## src/rtl/serial_word_tx.sv

```systemverilog
// Parallel-to-serial frame transmitter: start bit, WIDTH data bits LSB-first,
// optional parity bit, stop bit, each held CLKS_PER_BIT clocks on txd.
module serial_word_tx #(
   parameter int WIDTH        = 8,
   parameter int CLKS_PER_BIT = 4,
   parameter int PARITY       = 0
) (
   input  logic             clk,
   input  logic             rst,
   input  logic [WIDTH-1:0] din,
   input  logic             din_valid,
   output logic             din_ready,
   output logic             txd,
   output logic             busy,
   output logic             done
);

   localparam int CW = (CLKS_PER_BIT > 1) ? $clog2(CLKS_PER_BIT) : 1;
   localparam int BW = $clog2(WIDTH + 1);
   localparam logic [CW-1:0] CLK_LAST = CW'(CLKS_PER_BIT - 1);
   localparam logic [BW-1:0] BIT_LAST = BW'(WIDTH - 1);

   typedef enum logic [2:0] {S_IDLE, S_START, S_DATA, S_PARITY, S_STOP} state_t;

   state_t           state, state_nxt;
   logic [CW-1:0]    clk_cnt, clk_cnt_nxt;
   logic [BW-1:0]    bit_cnt, bit_cnt_nxt;
   logic [WIDTH-1:0] shreg, shreg_nxt;
   logic             par_bit, par_nxt;
   logic             bit_end;
   logic             txd_nxt, busy_nxt, done_nxt;

   assign din_ready = (state == S_IDLE) & ~rst;

   always_ff @(posedge clk or posedge rst) begin
      if (rst) begin
         state   <= S_IDLE;
         clk_cnt <= '0;
         bit_cnt <= '0;
         shreg   <= '0;
         par_bit <= 1'b0;
         txd     <= 1'b1;
         busy    <= 1'b0;
         done    <= 1'b0;
      end else begin
         state   <= state_nxt;
         clk_cnt <= clk_cnt_nxt;
         bit_cnt <= bit_cnt_nxt;
         shreg   <= shreg_nxt;
         par_bit <= par_nxt;
         txd     <= txd_nxt;
         busy    <= busy_nxt;
         done    <= done_nxt;
      end
   end

   // With CLKS_PER_BIT=1 bit_end is always true, so clk_cnt stays at zero.
   always_comb begin
      state_nxt   = state;
      clk_cnt_nxt = clk_cnt;
      bit_cnt_nxt = bit_cnt;
      shreg_nxt   = shreg;
      par_nxt     = par_bit;
      bit_end     = (clk_cnt == CLK_LAST);
      if (state != S_IDLE)
         clk_cnt_nxt = bit_end ? '0 : clk_cnt + 1'b1;
      case (state)
         S_IDLE: begin
            clk_cnt_nxt = '0;
            if (din_valid && din_ready) begin
               state_nxt   = S_START;
               shreg_nxt   = din;
               bit_cnt_nxt = '0;
               par_nxt     = (PARITY == 2) ? ~^din : ^din;
            end
         end
         S_START:
            if (bit_end) state_nxt = S_DATA;
         S_DATA:
            if (bit_end) begin
               shreg_nxt = shreg >> 1;
               if (bit_cnt == BIT_LAST) begin
                  bit_cnt_nxt = '0;
                  state_nxt   = (PARITY != 0) ? S_PARITY : S_STOP;
               end else begin
                  bit_cnt_nxt = bit_cnt + 1'b1;
               end
            end
         S_PARITY:
            if (bit_end) state_nxt = S_STOP;
         S_STOP:
            if (bit_end) state_nxt = S_IDLE;
         default:
            state_nxt = S_IDLE;
      endcase
   end

   // Outputs are computed from the next state and registered, keeping txd glitch-free.
   always_comb begin
      txd_nxt  = 1'b1;
      busy_nxt = (state_nxt != S_IDLE);
      done_nxt = (state_nxt == S_STOP) && (clk_cnt_nxt == CLK_LAST);
      case (state_nxt)
         S_START:  txd_nxt = 1'b0;
         S_DATA:   txd_nxt = shreg_nxt[0];
         S_PARITY: txd_nxt = par_nxt;
         default:  txd_nxt = 1'b1;
      endcase
   end

endmodule

```

## config.mk

```make
export PLATFORM = sky130hd
export DESIGN_NAME = serial_word_tx
export DESIGN_NICKNAME = d
export VERILOG_FILES = /design/src/rtl/serial_word_tx.sv
export SDC_FILE = /design/constraint.sdc
export NUM_CORES = 1
export LEC_CHECK = 0
export ABC_AREA = 1
export BUFFER_PORTS_ARGS = -buffer_cell sky130_fd_sc_hd__buf_2
export CELL_PAD_IN_SITES_DETAIL_PLACEMENT = 0
export CELL_PAD_IN_SITES_GLOBAL_PLACEMENT = 1
export CORE_MARGIN = 2
export CORE_UTILIZATION = 37
export DETAILED_ROUTE_END_ITERATION = 7
export PLACE_DENSITY_LB_ADDON = 0.2
export SETUP_SLACK_MARGIN = 0.05
export SYNTH_ARGS = -nofsm -noshare
export SYNTH_HDL_FRONTEND = slang
export SYNTH_SLANG_ARGS = --single-unit
```

## constraint.sdc

```tcl
create_clock -name clk -period 1.3 [get_ports clk]
set_input_delay 0.065 -clock clk [delete_from_list [all_inputs] [get_ports clk]]
set_output_delay 0.065 -clock clk [all_outputs]
set_load 0.01 [all_outputs]
```

==> results of run 1 <==
metal layers:
| metal | GRT usage | vias up |
|---|---|---|
| li1 | - | 569 |
| met1 | 0.2382 | 522 |
| met2 | 0.2401 | 25 |
| met3 | 0.02731 | 6 |
| met4 | 0.07295 | 0 |
| met5 | 0 | - |
power by group:
group	internal [W]	switching (W)	leakage, nW
Clock	0.000115	0.000208	0.0177
Sequential	0.000903	0.000142	0.266
Combinational	0.000584	0.000671	0.585
worst paths after layout:
kind                              endpoint  slack, ns     start  cells after the start
worst min register to register    shreg[5]       0.51  shreg[5]                      2
worst max-delay path            bit_cnt[3]      -0.04  state[0]                      8
worst max register to register  bit_cnt[3]      -0.04  state[0]                      8
max in group asynchronous         shreg[2]       0.47       rst                      4
worst min-delay path              shreg[1]       0.02    din[1]                      3
min in group asynchronous             done       0.31       rst                      3
through the flow:
| step | setup TNS [ns] | utilization | power, W | area (um2) | hold WS [ns] |
|---|---|---|---|---|---|
| final | -0.07664 | 0.5177 | 0.002623 | 1607 | 0.02093 |
| after detailed placement | -0.1975 | 0.4718 | 0.002156 | 1464 | 0.1169 |
| after CTS | -0.1794 | 0.4956 | 0.002556 | 1538 | 0.01435 |
| after global routing | -1.332 | 0.5177 | 0.002882 | 1607 | 0.006935 |
| after floorplan | 0 | - | 0.001754 | 1226 | 0.04079 |
| after global placement | -0.1035 | 0.4718 | 0.002125 | 1464 | 0.1033 |
worst max-delay path, cell delays in order, from the launching register on:
cell     delay [ns]
dfrtp_1        0.43
nor2_4         0.16
nand2_4        0.08
nor2_4         0.11
nand2_4        0.11
nand2_4        0.12
inv_4          0.06
o22ai_2        0.13
nor2_1         0.05
cell usage in the layout (no fill, tap or decap), types with 2 or more instances in the layout:
cell / instances
nor2_4: 3
buf_2: 14
a21oi_1: 2
nand3_1: 7
clkbuf_4: 3
inv_2: 3
nand2_1: 54
xnor2_1: 2
a22oi_2: 2
nor3_1: 3
a22oi_1: 3
inv_1: 24
o21ai_0: 2
dfrtp_1: 20
nor2_1: 7
nand2_4: 4
buf_4: 17
state kept, by name, summed over array words and instances, names as in the netlist:
signal	flops
par_bit	1
state	3
bit_cnt	4
shreg	8
clk_cnt	2
busy	1
done	1
txd	1
area by class of cell:
class / count / area (um2) / area share
clock buffers: 3 / 22.52 / 0.01402
clock inverters: 1 / 5.005 / 0.003115
multi-input cells: 108 / 645.6 / 0.4019
repair buffers: 33 / 227.7 / 0.1417
flip-flops and latches: 21 / 526.8 / 0.3279
well taps: 44 / 55.05 / 0.03427
inverters: 30 / 123.9 / 0.07710
logic make-up (layout without fill, tap and decap cells):
family | count (synthesis) | after routing | share of synthesized area
simple gates | 85 | 85 | 0.3183
fa+ha+maj | 2 | 2 | 0.02053
buf+inv | 31 | 67 | 0.1027
compound gates | 18 | 18 | 0.1047
flops | 21 | 21 | 0.4322
xor+xnor | 3 | 3 | 0.02156
what timing repair did:
| action | in CTS | in global routing |
|---|---|---|
| setup endpoints to repair | 18 | 19 |
| pin swaps | 2 | 4 |
| buffers inserted | 2 | 2 |
| hold endpoints to repair | 9 | 0 |
| hold buffers | 1 | 0 |
| gates resized for setup | 5 | 12 |
==> reports/qor.csv, run 1 <==
stage,metric,value,unit
floorplan,Initial Util,0.3927,
final_layout,fill count,313,
detailed_routing,DRT Pass-1 Iters,4,
grt,global route overflow,0,
setup_path,worst setup path class,reg -> reg,
clocking,CTS tree,built,
setup_path,crit path DAT,1.55,ns
detailed_routing,met3 routed WL,107,um
logic_synthesis,dominant cell by count in the synthesized netlist,nand2_1,
timing,Post-Route Skew,0.004071,ns
outcome,status,finished with violations,
clocking,clk buf depth,2,
detailed_routing,Detail Route Antenna Nets,0,
logic_synthesis,largest cells by area after synthesis,"dfrtp_1 41%, nand2_1 17%, inv_1 8.0%",
floorplan,Die Width,61.39,um
setup_path,startpoint types,flip-flop,
logic_synthesis,#FFs+latches synth,21,
timing,setup violators final,3,
grt,initial antenna violation count,0,
floorplan,Die ar.,3769,um2
clocking,CTS sink count,21,
grt,GR Util All Layers,0.1641,
outcome,failing checks,negative setup slack,
logic_synthesis,Syn Inst Count,160,
timing,final worst slack,-0.03990,ns
final_layout,Area Overhead vs Synth,31.83,%
pwr,Max VDD drop,0.0007493,V
floorplan,I/O Pins,15,
detailed_routing,average wire per standard cell,10.92,um
clocking,Worst-Skew Late Latency,0.31,ns
final_layout,fin nets,210,
placement,Inst Count DP,231,
final_layout,Inserted Diodes,0,
detailed_routing,Initial DRC Count,29,
timing,final period utilization,1.031,
detailed_routing,highest routed metal layer,met4,
clocking,CTS buffer count,3,
placement,HPWL after DPL,2055,um
clocking,Clock Tree Root,clkbuf_4,
placement,placer congestion estimate,0.7807,
grt,first-pass GRT wire length,4540,um
timing,RSZ-0062 raised after global routing,true,
floorplan,Core Area,3103,um2
placement,Post-Place Setup Slack,-0.07287,ns
detailed_routing,total vias in the final route,1122,
final_layout,share of layout cells above drive strength 1,0.3367,
detailed_routing,met2 WL post-DR,1195,um
logic_synthesis,Post-synth top flop,dfrtp_1,
logic_synthesis,Synth top area share,0.4107,
timing,Slew @ Worst Pin,0.4330,ns
placement,I/O Buffers,14,
setup_path,"critical path fanouts, max",7,
detailed_routing,Routed WL,2621,um
setup_path,Worst Path Required,1.51,ns
min_path,Hold Crit Class,in -> reg,
setup_path,critical path endpoint category,flip-flop,
detailed_routing,Vias/cell,4.675,
logic_synthesis,synthesized area,1219,um2
timing,fmax,0.7463,GHz
logic_synthesis,post-synth net total,173,
logic_synthesis,Synth Warn #,0,
timing,final hold vios,0,
logic_synthesis,Avg Inst Size Synth,7.617,um2
timing,Max-slew headroom,0.7110,
logic_synthesis,ys async rst share,1.000,
pwr,Leak,0.8685,nW
clocking,H-tree level count,1,
logic_synthesis,most instantiated cells after synthesis,"54 x nand2_1, 26 x inv_1, 20 x dfrtp_1",
clocking,clock slew at reported path FFs,0.12,ns
job,# Max-Cap Violations,0,
detailed_routing,DRC errors left,0,
logic_synthesis,Post-synth EDFFs,0,
floorplan,# rows,20,
logic_synthesis,cell taking the most area after synthesis,dfrtp_1,
grt,number of global-route vias before repair,1046,
timing,Max Transition Viols Final,0,
logic_synthesis,post-synthesis sequential area ratio,0.4322,
logic_synthesis,count of cell types in the netlist,31,
final_layout,Post-Layout Cell Count,240,
timing,final worst path period need,1.340,ns
grt,largest net degree at the start of global routing,13,
detailed_routing,met1 wire length,1258,um
pwr,Power per Cell Area,1633,nW/um2
floorplan,Die Ht,61.39,um
No activity file was read; power rests on OpenSTA's default activity.
==> inputs of run 2 (changes only) <==
--- a/config.mk
+++ b/config.mk
@@ -12,7 +12,7 @@
 export CORE_MARGIN = 2
 export CORE_UTILIZATION = 37
 export DETAILED_ROUTE_END_ITERATION = 7
-export PLACE_DENSITY_LB_ADDON = 0.2
+export PLACE_DENSITY_LB_ADDON = 0.12
 export SETUP_SLACK_MARGIN = 0.05
 export SYNTH_ARGS = -nofsm -noshare
 export SYNTH_HDL_FRONTEND = slang
==> reports/qor.csv, run 2 (synthesis results as in run 1) <==
stage,metric,value,unit
final_layout,Inserted Diodes,0,
clocking,clock slew at reported path FFs,0.12,ns
timing,setup violators final,14,
setup_path,Reg2Reg Depth,9,
setup_path,crit path DAT,1.57,ns
final_layout,fin nets,216,
floorplan,Die Ht,61.39,um
setup_path,R2R Setup Slk,-0.07,ns
grt,number of global-route vias before repair,1044,
final_layout,max reg flops,8,
timing,Slew @ Worst Pin,0.4132,ns
detailed_routing,Vias/cell,4.569,
final_layout,biggest regs,"shreg (8), bit_cnt (4), state (3)",
timing,final hold vios,0,
floorplan,I/O Pins,15,
job,# Max-Cap Violations,0,
min_path,Hold Crit Class,in -> reg,
setup_path,"Critical Path, Cell by Cell","nor2_4, buf_4, nand2_2, inv_4, nand2_4, nand2_8, inv_6, o22ai_2, nor2_1",
floorplan,Die Width,61.39,um
placement,Placed Area,1436,um2
min_path,hold endpoint,shreg[0],
final_layout,Top reg by flops,shreg,
clocking,clk buf depth,2,
timing,Max-slew headroom,0.7242,
detailed_routing,Detail Route Antenna Nets,0,
detailed_routing,DRT Pass-1 Iters,4,
min_path,worst hold start,din[0],
pwr,Leak,0.8983,nW
outcome,failing checks,negative setup slack,
timing,Post-Route Skew,0.009577,ns
timing,final period utilization,1.051,
detailed_routing,total vias in the final route,1124,
setup_path,worst r2r dst,bit_cnt[3],
grt,first-pass GRT wire length,4602,um
placement,placer congestion estimate,0.7921,
setup_path,startpoint types,flip-flop,
placement,HPWL after DPL,2066,um
pwr,Max VDD drop,0.0007817,V
floorplan,Initial Util,0.3927,
timing,RSZ-0062 raised after global routing,true,
final_layout,fill count,328,
final_layout,Area Overhead vs Synth,35.93,%
setup_path,max incr delay on CP,0.42,ns
final_layout,"most common cell after layout, fill and taps aside",nand2_1,
setup_path,r2r startpoint,state[0],
detailed_routing,DRC errors left,0,
detailed_routing,average wire per standard cell,11.16,um
setup_path,Worst Path Required,1.51,ns
timing,final worst path period need,1.366,ns
outcome,status,finished with violations,
setup_path,worst setup path class,reg -> reg,
detailed_routing,Initial DRC Count,26,
final_layout,Final Instance Area,1657,um2
grt,initial antenna violation count,0,
floorplan,Core Area,3103,um2
timing,final worst slack,-0.06592,ns
placement,I/O Buffers,14,
setup_path,Crit-path slowest cell,dfrtp_1,
grt,global route overflow,0,
clocking,CTS tree,built,
min_path,worst hold path depth,3,
clocking,Worst-Skew Late Latency,0.30,ns
setup_path,"critical path fanouts, max",7,
placement,Post-Place Setup Slack,-0.05479,ns
detailed_routing,Routed WL,2745,um
clocking,H-tree level count,1,
grt,largest net degree at the start of global routing,12,
clocking,Clock Tree Root,clkbuf_4,
timing,Max Transition Viols Final,0,
floorplan,# rows,20,
floorplan,Die ar.,3769,um2
pwr,Power per Cell Area,1682,nW/um2
clocking,CTS sink count,21,
final_layout,most frequent cells in the layout,"52 x nand2_1, 23 x inv_1, 22 x buf_4",
final_layout,share of layout cells above drive strength 1,0.3515,
grt,GR Util All Layers,0.1674,
clocking,CTS buffer count,3,
timing,fmax,0.7321,GHz
setup_path,critical path endpoint category,flip-flop,
timing,Final TNS setup,-0.3031,ns
==> run 2: changes by cell type in the layout (fill, tap and decap cells not counted), moves of 2 or more <==
cell / change
nor2_1: +2
buf_4: +5
nand2_1: -2
nand2_2: +2
==> run 2: routing by layer <==
metal | GRT usage | share of wire | vias up
li1 | - | - | 585
met1 | 0.2221 | 0.49 | 521
met2 | 0.2812 | 0.48 | 14
met3 | 0.01891 | 0.016 | 4
met4 | 0.06383 | 0.014 | 0
met5 | 0 | 0 | -
==> run 2: how the worst max path moves through the flow <==
| stage | slack [ns] | depth (start not counted) | start | end |
|---|---|---|---|---|
| 3_5_place_dp | -0.05 | 6 | clk_cnt[0] | txd |
| 4_1_cts | -0.04 | 8 | state[0] | bit_cnt[3] |
| 6_report | -0.07 | 9 | state[0] | bit_cnt[3] |
| 2_1_floorplan | 0.0003 | 8 | state[2] | bit_cnt[3] |
| 5_1_grt | -0.15 | 8 | state[0] | done |
| 3_3_place_gp | -0.04 | 8 | state[2] | bit_cnt[3] |
==> run 2: layout make-up <==
class | instances | area [um2] | area share
Sequential cell | 21 | 526.8 | 0.3180
Tap cell | 44 | 55.05 | 0.03323
Clock buffer | 4 | 26.28 | 0.01586
Multi-Input combinational cell | 108 | 644.4 | 0.3890
Timing Repair Buffer | 39 | 276.5 | 0.1669
Inverter | 30 | 127.6 | 0.07704
==> run 2: what timing repair did <==
action	CTS	global route
resized for setup	10	12
endpoints found under the setup margin	18	19
pin swaps	5	1
setup buffers	5	7
hold buffers	1	0
endpoints found under the hold margin	9	0
==> run 2: critical path, delay by kind of cell, from the launching register on <==
kind | cells | cell delay [ns]
AOI/OAI and AO/OA | 1 | 0.13
buffers and inverters | 3 | 0.27
DFF | 1 | 0.42
and+or+nand+nor | 5 | 0.45
==> run 2: stage by stage <==
stage | utilization | cells | power [W] | hold WS, ns
after floorplan | - | 160 | 0.001754 | 0.04079
after global placement | 0.4629 | 229 | 0.002118 | 0.09781
after detailed placement | 0.4629 | 229 | 0.002138 | 0.1041
after CTS | 0.5000 | 239 | 0.002624 | 0.02591
after global routing | 0.5339 | 246 | 0.003021 | 0.03801
final | 0.5339 | 246 | 0.002786 | 0.02994
==> run 2: power breakdown <==
part           switching [W]  leakage (nW)  internal (W)
clock               0.000192        0.0150      0.000120
sequential          0.000146         0.266      0.000904
combinational       0.000730         0.617      0.000694
==> inputs of run 3 (changes only) <==
--- a/config.mk
+++ b/config.mk
@@ -10,7 +10,7 @@
 export CELL_PAD_IN_SITES_DETAIL_PLACEMENT = 0
 export CELL_PAD_IN_SITES_GLOBAL_PLACEMENT = 1
 export CORE_MARGIN = 2
-export CORE_UTILIZATION = 37
+export CORE_UTILIZATION = 44
 export DETAILED_ROUTE_END_ITERATION = 7
 export PLACE_DENSITY_LB_ADDON = 0.12
 export SETUP_SLACK_MARGIN = 0.05
==> constraint.sdc (replaced) <==
create_clock -name clk -period 1.7 [get_ports clk]
set_input_delay 0.085 -clock clk [delete_from_list [all_inputs] [get_ports clk]]
set_output_delay 0.085 -clock clk [all_outputs]
set_load 0.005 [all_outputs]
==> reports/qor.csv, run 3 (synthesis results as in run 1) <==
stage,metric,value,unit
timing,setup violators final,0,
floorplan,Die ar.,3206,um2
floorplan,Initial Util,0.4537,
final_layout,Top reg by flops,shreg,
timing,fmax,0.6796,GHz
floorplan,Die Ht,56.63,um
clocking,Clock Tree Root,clkbuf_4,
min_path,Hold Crit Class,in -> reg,
detailed_routing,average wire per standard cell,10.96,um
grt,initial antenna violation count,0,
grt,first-pass GRT wire length,4284,um
detailed_routing,Detail Route Antenna Nets,0,
floorplan,Core Area,2686,um2
placement,I/O Buffers,14,
detailed_routing,Initial DRC Count,28,
pwr,Pwr Total,0.001725,W
timing,final hold vios,0,
final_layout,max reg flops,8,
grt,largest net degree at the start of global routing,17,
clocking,CTS sink count,21,
timing,Post-Route Skew,0.005847,ns
final_layout,Inserted Diodes,0,
grt,number of global-route vias before repair,1003,
setup_path,Worst Path Required,1.93,ns
timing,Slew @ Worst Pin,0.3352,ns
timing,final worst path period need,1.471,ns
timing,Max Transition Viols Final,0,
job,# Max-Cap Violations,0,
grt,GR Util All Layers,0.1716,
final_layout,fin nets,193,
pwr,Leak,0.7663,nW
setup_path,crit path DAT,1.70,ns
floorplan,# rows,19,
clocking,H-tree level count,1,
setup_path,critical path endpoint category,flip-flop,
timing,final hold slack,0.06243,ns
clocking,clock slew at reported path FFs,0.11,ns
placement,placer congestion estimate,0.7770,
detailed_routing,DRT Pass-1 Iters,4,
detailed_routing,total vias in the final route,1019,
clocking,CTS buffer count,3,
outcome,status,finished clean,
clocking,Worst-Skew Late Latency,0.29,ns
final_layout,share of layout cells above drive strength 1,0.1844,
placement,HPWL after DPL,1872,um
final_layout,most frequent cells in the layout,"54 x nand2_1, 26 x inv_1, 20 x dfrtp_1",
final_layout,"most common cell after layout, fill and taps aside",nand2_1,
final_layout,Area Overhead vs Synth,12.11,%
setup_path,"critical path fanouts, max",7,
floorplan,Die Width,56.63,um
detailed_routing,DRC errors left,0,
pwr,Power per Cell Area,1263,nW/um2
detailed_routing,Routed WL,2302,um
setup_path,worst setup path class,reg -> reg,
floorplan,I/O Pins,15,
grt,global route overflow,0,
pwr,Max VDD drop,0.0006376,V
detailed_routing,Vias/cell,4.852,
timing,final period utilization,0.8655,
timing,RSZ-0062 raised after global routing,false,
timing,Max-slew headroom,0.7746,
timing,Final TNS setup,0,ns
clocking,CTS tree,built,
clocking,clk buf depth,2,
final_layout,biggest regs,"shreg (8), bit_cnt (4), state (3)",
setup_path,startpoint types,flip-flop,
==> run 3: power breakdown <==
group / internal, W / total (W) / switching (W) / leakage (nW)
logic: 0.000267 / 0.000698 / 0.000431 / 0.485
clock network: 0.0000912 / 0.000233 / 0.000142 / 0.0150
registers: 0.000691 / 0.000794 / 0.000103 / 0.266
==> run 3: worst max-delay path, stage by stage, from the launching register on <==
cell and delay [ns]:
dfrtp_1 0.36, ha_1 0.33, inv_2 0.10, o31ai_1 0.35, nor2_1 0.12, nand2_1 0.08
nand3_1 0.07
==> run 3: worst paths after layout <==
check	from	slack (ns)	to	depth (start not counted)
max in group asynchronous	rst	0.92	txd	4
max	clk_cnt[0]	0.23	txd	6
min	din[5]	0.06	shreg[5]	3
max reg2reg	clk_cnt[0]	0.23	txd	6
min in group asynchronous	rst	0.25	bit_cnt[2]	3
min reg2reg	clk_cnt[0]	0.46	clk_cnt[0]	1
==> run 3: timing repair <==
action,CTS,global route
gates resized for setup,0,0
buffers inserted,0,0
hold endpoints to repair,5,0
setup endpoints to repair,0,0
hold buffers,1,0
==> run 3: layer usage <==
| layer | vias to the layer above | wire length [um] | global-route usage |
|---|---|---|---|
| met3 | 2 | 118 | 0.02074 |
| li1 | 545 | - | - |
| met4 | 0 | 30 | 0.06122 |
| met5 | - | 0 | 0 |
| met1 | 448 | 1117 | 0.2334 |
| met2 | 24 | 1036 | 0.2807 |
==> run 3: layout make-up <==
| cell class | instances | area, um2 |
|---|---|---|
| Sequential cell | 21 | 526.8 |
| Timing Repair Buffer | 16 | 87.58 |
| Tap cell | 31 | 38.79 |
| Clock buffer | 4 | 26.28 |
| Inverter | 30 | 120.1 |
| Fill cell | 287 | 1320 |
| Multi-Input combinational cell | 108 | 566.8 |
==> run 3: stage by stage <==
step | util | setup WS [ns] | cells | instance area (um2)
after global placement | 0.4951 | 0.2412 | 205 | 1330
after floorplan | - | 0.4307 | 160 | 1219
after global routing | 0.5086 | 0.1123 | 210 | 1366
final | 0.5086 | 0.2286 | 210 | 1366
after CTS | 0.5086 | 0.2250 | 210 | 1366
after detailed placement | 0.4951 | 0.2383 | 205 | 1330
